===== src/rtl/fetch_pc_ifid.sv =====
// fetch_pc_ifid: fetch-stage control for the RISC-V pipeline.
// Owns the program counter, drives the combinational instruction-memory
// address and captures the returned word into the IF/ID register.
// Optional build macro: FETCH_PERF_CNT_EN adds perf_fetch_cnt and
// perf_bubble_cnt event counters.
//
// Handshake: there is no valid/ready pair. The downstream hazard unit holds
// the stage with stall, squashes IF/ID with flush, and steers the PC with
// redirect. id_valid marks whether IF/ID holds a real instruction.
module fetch_pc_ifid #(
   parameter logic [31:0] RESET_PC  = 32'h0000_0000,
   parameter logic [31:0] NOP_INSTR = 32'h0000_0013
) (
   input  logic        clk,
   input  logic        reset,
   input  logic        stall,
   input  logic        flush,
   input  logic        redirect,
   input  logic [31:0] redirect_pc,
   output logic [31:0] imem_addr,
   input  logic [31:0] imem_instr,
   output logic [31:0] id_instr,
   output logic [31:0] id_pc,
   output logic [31:0] id_pc_plus4,
`ifdef FETCH_PERF_CNT_EN
   output logic [31:0] perf_fetch_cnt,
   output logic [31:0] perf_bubble_cnt,
`endif
   output logic        id_valid
);

   // IF/ID slot state: BUBBLE holds the NOP, VALID holds a fetched word.
   // The state register is exported directly as id_valid.
   localparam logic [0:0] ST_BUBBLE = 1'b0;
   localparam logic [0:0] ST_VALID  = 1'b1;

   logic [31:0] pc;
   logic [31:0] pc_plus4;
   logic [0:0]  id_state;
   logic        load_bubble;
   logic        load_normal;

   // Redirect always squashes the wrong-path word; stall only matters
   // when neither flush nor redirect is present.
   assign pc_plus4    = pc + 32'd4;
   assign load_bubble = flush | redirect;
   assign load_normal = ~load_bubble & ~stall;
   assign imem_addr   = pc;
   assign id_valid    = id_state[0];

   // Program counter: redirect beats stall; low target bits are dropped.
   always_ff @(posedge clk or posedge reset) begin
      if (reset) begin
         pc <= RESET_PC;
      end else if (redirect) begin
         pc <= {redirect_pc[31:2], 2'b00};
      end else if (!stall) begin
         pc <= pc_plus4;
      end
   end

   // IF/ID register: bubble on flush/redirect, hold on stall, else load.
   always_ff @(posedge clk or posedge reset) begin
      if (reset) begin
         id_instr    <= NOP_INSTR;
         id_pc       <= 32'd0;
         id_pc_plus4 <= 32'd0;
         id_state    <= ST_BUBBLE;
      end else if (load_bubble) begin
         id_instr    <= NOP_INSTR;
         id_pc       <= 32'd0;
         id_pc_plus4 <= 32'd0;
         id_state    <= ST_BUBBLE;
      end else if (load_normal) begin
         id_instr    <= imem_instr;
         id_pc       <= pc;
         id_pc_plus4 <= pc_plus4;
         id_state    <= ST_VALID;
      end
   end

`ifdef FETCH_PERF_CNT_EN
   // Event counters: one count per normal load or per bubble load.
   always_ff @(posedge clk or posedge reset) begin
      if (reset) begin
         perf_fetch_cnt  <= 32'd0;
         perf_bubble_cnt <= 32'd0;
      end else begin
         if (load_normal) perf_fetch_cnt  <= perf_fetch_cnt + 32'd1;
         if (load_bubble) perf_bubble_cnt <= perf_bubble_cnt + 32'd1;
      end
   end
`endif

endmodule


===== config.mk =====
export PLATFORM = sky130hd
export DESIGN_NAME = fetch_pc_ifid
export DESIGN_NICKNAME = d
export VERILOG_FILES = /design/src/rtl/fetch_pc_ifid.sv
export SDC_FILE = /design/constraint.sdc
export NUM_CORES = 1
export LEC_CHECK = 0
export CAP_MARGIN = 30
export CELL_PAD_IN_SITES_DETAIL_PLACEMENT = 0
export CELL_PAD_IN_SITES_GLOBAL_PLACEMENT = 1
export CORE_MARGIN = 10
export CORE_UTILIZATION = 36
export CTS_BUF_LIST = sky130_fd_sc_hd__clkbuf_4
export DETAILED_ROUTE_END_ITERATION = 10
export HOLD_SLACK_MARGIN = 0.06
export PLACE_DENSITY_LB_ADDON = 0.1
export SYNTH_ARGS = -nofsm -noshare
export SYNTH_HDL_FRONTEND = slang
export SYNTH_SLANG_ARGS = --single-unit

===== constraint.sdc =====
create_clock -name clk -period 6.3 [get_ports clk]
set_clock_uncertainty 0.05 [all_clocks]
set_input_delay 1.575 -clock clk [delete_from_list [all_inputs] [get_ports clk]]
set_output_delay 1.575 -clock clk [all_outputs]
set_load 0.05 [all_outputs]

Yosys cells after proc, flatten, opt, wreduce, memory -nomap -nowiden
Cells that the tools add are included. Widths: inputs -> output; s select.

Memory bits (writable): 0. Word-level logic and storage cells: 22. Flip-flop bits (word level): 129. ROM bits: 0. Bits in latches: 0. Memories kept: 0.

Equality and inequality tests: 1. Order comparisons: 0. Div/mod/pow operators: 0. Bitwise gates (word level): 4. Shift-type cells: 0. $add $sub $neg: 1. Reductions and logical operators: 1. Multipliers: 0. Mux-type cells: 10.

Operators by type and width (count): $mux 32 (8); $add 32x3->32 const B (1); $mux 1 (2); $ne 2x1->1 const B (1); $not 1->1 (2); $reduce_bool 2->1 (1); $and 1x1->1 (1); $or 1x1->1 (1).

Longest topological paths before layout
Gate-level depths: netlist of run 1.

Depth in word-level cells: 5. Gate-level depth with buffers: 7. Mapped depth without buffers: 5.

Worst setup path before layout of run 1
OpenSTA, ideal clock, no wires.

Path kind: input to register. Start: input stall. End: register id_pc[11]. Setup time: 0.132 ns. Stages on the path: 5. Path buffers: 3. Arrival time: 2.833 ns. Path slack: 3.285 ns. Path through: clkbuf_1 > clkbuf_1 > buf_1 > mux2i_1 > nor2_1.

Word-level cells in the longest chain between the ends: 3.

Ends and longest elaborated chain: from (decl) (RTL line 16) `input logic stall,`; $not 1->1 (RTL line 47) `assign load_normal = ~load_bubble & ~stall;`; $and 1x1->1 (RTL line 47); $reduce_bool 2->1 (no source line); to (signal assigned) (RTL line 76) `id_pc <= pc;`; to (decl) (RTL line 23) `output logic [31:0] id_pc,`.

Every way passes these cells. A chain may end at the register's enable or synchronous reset.

Worst setup path in the final report of run 1
Start: register pc[15] (netlist: imem_addr[15]). End: output imem_addr[15].

RTL lines: from (decl) (RTL line 37) `logic [31:0] pc;`; from (signal assigned) (RTL line 56) `pc <= {redirect_pc[31:2], 2'b00};`; from (signal assigned) (RTL line 58) `pc <= pc_plus4;`; to (decl) (RTL line 20) `output logic [31:0] imem_addr,`.

No word-level cell between the ends.

==> impl_summary.log, run 1 <==
INFO  metric run_status = finished clean
INFO  metric grt_pass1_wl = 31100 um
INFO  metric rsz_0062_raised_after_global_routing = false
INFO  metric final_max_slew_viol_count = 0
INFO  metric crit_path_start_kind = register
INFO  metric yosys_most_used_dff = dfrtp_1
INFO  metric synthCells = 627
INFO  metric core.rowCount = 47
INFO  metric flow.area_growth_from_synthesis = 37.2%
INFO  metric dr_total_vias = 5297
INFO  metric syn_avg_cell_area = 9.67 sq um
INFO  metric post-route-min-period = 3720 ps
INFO  metric slowest_delay = 910 ps
INFO  metric antenna_cells = 0
INFO  metric tritoncts.num_buffers = 17
INFO  metric post_route_cells_drive_above_1_share = 6.80%
INFO  metric fp.dieArea = 22400 sq um
INFO  metric worst_path_max_delay_cell = clkdlybuf4s50_1
INFO  metric grt_start_max_net_pins = 83
INFO  metric clk-insertion-delay-late = 530 ps
INFO  metric postSynthRegisterBits = 123
INFO  metric max_slew.worst_pin.slew = 888 ps
INFO  metric drt-total-wl = 19700 um
INFO  metric h-tree-depth = 4
INFO  metric crit_arrival = 2090 ps
INFO  metric hold_viol = 0
INFO  metric placeableCoreArea = 16500 sq um
INFO  metric critical_path.endpoint_type = primary output
INFO  metric design_power_total = 1.96 mW
INFO  metric yosysWarningCount = 0
INFO  metric min_period_over_period = 59.0%
INFO  metric distinct_cell_type_count_of_the_synthesized_netlist = 45
INFO  metric drtAntennaViolNets = 0
INFO  metric critPathRequiredTime = 4680 ps
INFO  metric dr.pass1.iters = 5
INFO  metric hold_class = reg -> reg
INFO  metric cts-root-to-sink-buffers = 2
INFO  metric holdBufCountCts = 0
INFO  metric cts.clk_slew.worst_paths = 110 ps
INFO  metric path_max_fanout = 14
INFO  metric path_cells = clkdlybuf4s50_1
INFO  metric post_cts.repair.setup_buffers = 0
INFO  metric power.static_leakage = 3.40 nW
INFO  metric drcViolationCount = 0
INFO  metric root_buffer = clkbuf_4
INFO  metric finalHoldWorstSlack = 446 ps
INFO  metric netlist_area_before_placement = 6060 sq um
INFO  metric clock_sinks = 123
INFO  metric crit_type = reg -> out
INFO  metric cap_viol_max_count = 0
INFO  metric port_buffers = 189
INFO  metric cp_top_family = buffers and inverters
INFO  metric antenna_found_initial = 0
INFO  metric worstPathBufferInverterCount = 1
INFO  metric setup_ws = 2580 ps
INFO  metric power_density = 236 nW/um^2
INFO  metric achievable-frequency = 269 MHz
INFO  metric grt_remaining_overflow = 0
INFO  metric initial_utilization = 36.7%
INFO  metric die_width = 150 um
INFO  metric synth_edf_count = 0
INFO  metric cts_tree = yes
INFO  metric detailedPlacementHpwl = 13800 um
INFO  metric irDropWorstVdd = 0.0911 mV
INFO  metric route.detailed.vias_per_inst = 5.22
INFO  metric seq_area_frac_synth = 50.8%
INFO  metric maxSlewHeadroom = 40.7%
INFO  metric fin_nets = 851
INFO  metric number_of_global_route_vias_before_repair = 5394
INFO  metric io-pin-count = 198
INFO  metric die_height = 150 um
INFO  metric placement.setup.worst_slack = 2250 ps
INFO  metric cts_resized = 0
INFO  metric postSynth.asyncResetShare = 100%
INFO  metric place.gp.congestion = 0.786
INFO  metric fin_setup_tns = 0 ps
INFO  metric groute.usage.overall = 17.7%
INFO  metric avgRoutedWirePerCell = 19.5 um
INFO  metric final-setup-viol-count = 0
INFO  metric first_iter_violations = 323
==> flip-flops by register name, indices dropped and copies added, names as in the netlist <==
register / flops
id_instr: 32
id_pc: 30
id_pc_plus4: 30
id_valid: 1
imem_addr: 30
==> path summary, 6_finish.rpt <==
kind | cells past startpoint | to | slack, ps | start
worst max-delay path | 1 | imem_addr[15] | 2580 | imem_addr[15]
worst max register to register | 4 | imem_addr[30] | 3590 | imem_addr[14]
worst min-delay path | 1 | id_valid | 450 | id_valid
worst min register to register | 1 | id_valid | 450 | id_valid
max in group asynchronous | 3 | id_pc_plus4[16] | 3620 | reset
min in group asynchronous | 2 | id_instr[18] | 1500 | reset
==> placed cells by master (no fill, tap or decap), types with 13 or more instances in the layout <==
cell	Yosys	layout
o21ai_0	41	41
a31oi_1	22	22
mux2i_1	55	55
or4_1	16	16
nand3_1	14	14
nor2_1	81	81
dfrtp_1	120	120
clkdlybuf4s50_1	0	188
nand2_1	56	56
a21oi_1	18	18
o31ai_1	13	13
clkbuf_4	0	19
xnor2_1	17	17
==> cell families (layout without fill, tap and decap cells) <==
logic type	Yosys count	after routing	share of synthesized area, %
AND/OR/NAND/NOR	238	238	19.4
XOR/XNOR	21	21	3.03
other	1	6	0.0618
buffers and inverters	69	231	5.14
AO/OA/AOI/OAI	119	119	12.3
multiplexers	55	55	9.08
adder cells (fa/ha/maj)	1	1	0.206
flip-flops	123	123	50.8
==> metal layers <==
metal  up-vias  global-route usage [%]  wire [um]
li1       2558                       -          -
met3        15                    6.76       1740
met5         -                       0          0
met2       159                    28.1       9510
met4         0                    4.62        211
met1      2565                    22.1       8270
==> area by class of cell <==
class,count,area (sq um)
Timing Repair Buffer,195,1930
Inverter,4,20.0
Clock inverter,13,175
Sequential cell,123,3080
Clock buffer,19,143
Tap cell,220,275
Fill cell,1521,8210
Multi-Input combinational cell,440,2690
==> stage by stage <==
step	instances	instance area (sq um)	utilization, %
floorplan	632	6080	-
detailed placement	982	8000	48.4
CTS	1014	8320	50.3
finish	1014	8320	50.3
global route	1014	8320	50.3
global placement	982	8000	48.4
==> where the power goes <==
group | switching, mW | internal [mW]
clock | 0.308 | 0.320
combinational | 0.280 | 0.162
sequential | 0.0643 | 0.829
total | 0.653 | 1.31
==> cell usage after synthesis (2+ instances only) <==
| cell | instances | share of area, % |
|---|---|---|
| o31ai_1 | 13 | 1.6 |
| clkbuf_1 | 39 | 2.4 |
| or3_1 | 9 | 0.93 |
| nor2b_1 | 3 | 0.31 |
| nor3_1 | 12 | 0.99 |
| a311oi_1 | 2 | 0.29 |
| or4_1 | 16 | 2.0 |
| a211oi_1 | 2 | 0.25 |
| nand4_1 | 12 | 1.2 |
| a21oi_1 | 18 | 1.5 |
| nor2_1 | 81 | 5.0 |
| mux2i_1 | 55 | 9.1 |
| buf_1 | 5 | 0.31 |
| nand2_1 | 56 | 3.5 |
| o31a_1 | 5 | 0.72 |
| dfrtp_1 | 120 | 50 |
| nor4_1 | 10 | 1.0 |
| a31oi_1 | 22 | 2.3 |
| nand3_1 | 14 | 1.2 |
| o311ai_0 | 11 | 1.6 |
| or2_2 | 7 | 0.72 |
| dfstp_2 | 3 | 1.3 |
| o21ai_0 | 41 | 3.4 |
| and4_1 | 5 | 0.72 |
| and3_1 | 4 | 0.41 |
| buf_4 | 8 | 0.99 |
| inv_1 | 4 | 0.25 |
| xor2_1 | 4 | 0.58 |
| xnor2_1 | 17 | 2.5 |
| o41ai_1 | 2 | 0.29 |
| buf_2 | 12 | 0.99 |
| nand4_2 | 2 | 0.41 |
(Power assumes the default switching activity.)
==> inputs of run 2 (changes only) <==
==> constraint.sdc (replaced) <==
create_clock -name clk -period 3.52 [get_ports clk]
set_clock_uncertainty 0.05 [all_clocks]
set_input_delay 0.88 -clock clk [delete_from_list [all_inputs] [get_ports clk]]
set_output_delay 0.88 -clock clk [all_outputs]
set_load 0.05 [all_outputs]
==> run 2 against run 1 <==
Cell area is 0.39% higher. Clock-buffer cell count up 1. Worst hold slack got worse by 3.2 ps. Total power increased by 74%. First-iteration DRC count up 3.4%. Via count is 1.9% higher. Worst setup slack worse by 2100 ps. Critical path depth did not move. Sequential power increased by 79%. Cell count is 0.79% higher.
==> impl_summary.log, run 2 (synthesis gave the netlist of run 1 again) <==
INFO  metric crit_type = reg -> out (unchanged)
INFO  metric hold_depth = 1 (unchanged)
INFO  metric first_iter_violations = 334 (was 323)
INFO  metric cts_tree = yes (unchanged)
INFO  metric antenna_cells = 0 (unchanged)
INFO  metric placeableCoreArea = 16500 sq um (unchanged)
INFO  metric cp_top_family = buffers and inverters (unchanged)
INFO  metric rsz_0062_raised_after_global_routing = false (unchanged)
INFO  metric top_register = id_instr (unchanged)
INFO  metric clock_power_share = 29.8% (was 32.0%)
INFO  metric die_width = 150 um (unchanged)
INFO  metric run_status = finished clean (unchanged)
INFO  metric critPathRequiredTime = 2590 ps (was 4680 ps)
INFO  metric largest_register_ff_count = 32 (unchanged)
INFO  metric clk-insertion-delay-late = 540 ps (was 530 ps)
INFO  metric grt_pass1_wl = 31200 um (was 31100 um)
INFO  metric holdBufCountCts = 0 (unchanged)
INFO  metric post_route_cells_drive_above_1_share = 6.98% (was 6.80%)
INFO  metric dr.pass1.iters = 5 (unchanged)
INFO  metric finalHoldWorstSlack = 443 ps (was 446 ps)
INFO  metric grt_remaining_overflow = 0 (unchanged)
INFO  metric final_cell_area_excluding_filler_cells = 8350 sq um (was 8320 sq um)
INFO  metric avgRoutedWirePerCell = 19.3 um (was 19.5 um)
INFO  metric switching_power = 1.14 mW (was 653 uW)
INFO  metric antenna_found_initial = 0 (unchanged)
INFO  metric drtAntennaViolNets = 0 (unchanged)
INFO  metric final-setup-viol-count = 0 (unchanged)
INFO  metric drcViolationCount = 0 (unchanged)
INFO  metric cap_viol_max_count = 0 (unchanged)
INFO  metric power.static_leakage = 3.42 nW (was 3.40 nW)
INFO  metric fin_setup_tns = 0 ps (unchanged)
INFO  metric cts.clk_slew.worst_paths = 100 ps (was 110 ps)
INFO  metric tritoncts.num_buffers = 17 (unchanged)
INFO  metric rr_worst_depth = 5 (was 4)
INFO  metric path_max_fanout = 14 (unchanged)
INFO  metric final_max_slew_viol_count = 0 (unchanged)
INFO  metric place.gp.congestion = 0.805 (was 0.786)
INFO  metric hold_viol = 0 (unchanged)
INFO  metric max_slew.worst_pin.slew = 839 ps (was 888 ps)
INFO  metric power.internal = 2.28 mW (was 1.31 mW)
INFO  metric flow.area_growth_from_synthesis = 37.7% (was 37.2%)
INFO  metric detailedPlacementHpwl = 13900 um (was 13800 um)
INFO  metric most-common-layout-cells = clkdlybuf4s50_1, dfrtp_1, nor2_1 (unchanged)
INFO  metric h-tree-depth = 4 (unchanged)
INFO  metric die_height = 150 um (unchanged)
INFO  metric power_density = 409 nW/um^2 (was 236 nW/um^2)
INFO  metric fin_nets = 859 (was 851)
INFO  metric maxSlewHeadroom = 44.0% (was 40.7%)
INFO  metric core.rowCount = 47 (unchanged)
INFO  metric crit_path_start_kind = register (unchanged)
INFO  metric placement.setup.worst_slack = 732 ps (was 2250 ps)
INFO  metric cts-root-to-sink-buffers = 2 (unchanged)
INFO  metric post_cts.repair.setup_buffers = 0 (unchanged)
INFO  metric path_cells = clkdlybuf4s50_1 (unchanged)
INFO  metric cts_resized = 0 (unchanged)
INFO  metric fp.dieArea = 22400 sq um (unchanged)
INFO  metric drt-total-wl = 19700 um (about the same)
INFO  metric number_of_global_route_vias_before_repair = 5522 (was 5394)
INFO  metric root_buffer = clkbuf_4 (unchanged)
INFO  metric p_sw_share = 33.3% (about the same)
INFO  metric groute.usage.overall = 17.6% (was 17.7%)
INFO  metric hold_class = reg -> reg (unchanged)
INFO  metric io-pin-count = 198 (unchanged)
INFO  metric placed_cells = 990 (was 982)
INFO  metric p_comb_share = 23.4% (was 22.5%)
INFO  metric dr_total_vias = 5395 (was 5297)
INFO  metric critical_path.endpoint_type = primary output (unchanged)
INFO  metric crit_arrival = 2100 ps (was 2090 ps)
INFO  metric worst_path_max_delay_cell = clkdlybuf4s50_1 (unchanged)
INFO  metric worstSetupPathDepth = 1 (unchanged)
INFO  metric grt_start_max_net_pins = 89 (was 83)
INFO  metric power.sequential.fraction = 46.7% (was 45.5%)
INFO  metric slowest_delay = 910 ps (about the same)
INFO  metric route.detailed.vias_per_inst = 5.28 (was 5.22)
INFO  metric final-instance-count-excl-fill = 1022 (was 1014)
INFO  metric irDropWorstVdd = 0.200 mV (was 0.0911 mV)
INFO  metric worstPathBufferInverterCount = 1 (unchanged)
INFO  metric min_period_over_period = 86.0%
INFO  metric final_common_cell = clkdlybuf4s50_1 (unchanged)
INFO  metric initial_utilization = 36.7% (unchanged)
INFO  metric post-route-min-period = 3030 ps
INFO  metric clock_sinks = 123 (unchanged)
INFO  metric placedInstanceArea = 8070 sq um (was 8000 sq um)
INFO  metric port_buffers = 189 (unchanged)
INFO  metric achievable-frequency = 330 MHz
INFO  metric setup_ws = 494 ps (was 2580 ps)
==> run 2: changes by cell type in the layout (fill, tap and decap cells not counted), sizes merged <==
| cell | change |
|---|---|
| bufinv | -1 |
| clkinvlp | -1 |
| buf | +8 |
| clkinv | +2 |
| clkbuf | +1 |
| inv | -1 |
==> run 2: through the flow <==
| step | util (%) | power, mW |
|---|---|---|
| 2_1_floorplan | - | 2.12 |
| 3_3_place_gp | 48.9 | 2.42 |
| 4_1_cts | 50.5 | 3.47 |
| 6_report | 50.5 | 3.42 |
| 3_5_place_dp | 48.9 | 2.43 |
| 5_1_grt | 50.5 | 3.59 |
==> run 2: area by class of cell <==
cell class              count  area [sq um]
fillers                  1551          8170
inverters                   4          18.8
repair buffers            203          2010
multi-input cells         440          2690
clock buffers              20           150
flip-flops and latches    123          3080
well taps                 220           275
clock inverters            12           129
==> run 2: metal layers <==
layer	part of all wire, %	track usage [%]	vias up	routed length (um)
met3	11	8.21	16	2110
li1	-	-	2555	-
met1	41	21.2	2627	8160
met5	0	0	-	0
met2	47	27.8	197	9220
met4	1.0	4.52	0	206
==> run 2: worst paths after layout <==
kind | from | endpoint | slack, ps
min in group asynchronous | reset | id_instr[8] | 750
hold reg to reg | id_valid | id_valid | 440
hold / removal | id_valid | id_valid | 440
setup / recovery | imem_addr[15] | imem_addr[15] | 490
max in group asynchronous | reset | id_pc[28] | 2210
setup reg to reg | imem_addr[2] | imem_addr[22] | 1040
==> run 2: power groups by stage <==
stage / clock, mW / combinational, mW / sequential (mW)
detailed placement: 0 / 0.807 / 1.62
CTS: 1.06 / 0.811 / 1.60
finish: 1.02 / 0.800 / 1.60
global route: 1.12 / 0.858 / 1.61
global placement: 0 / 0.802 / 1.62
floorplan: 0 / 0.297 / 1.82
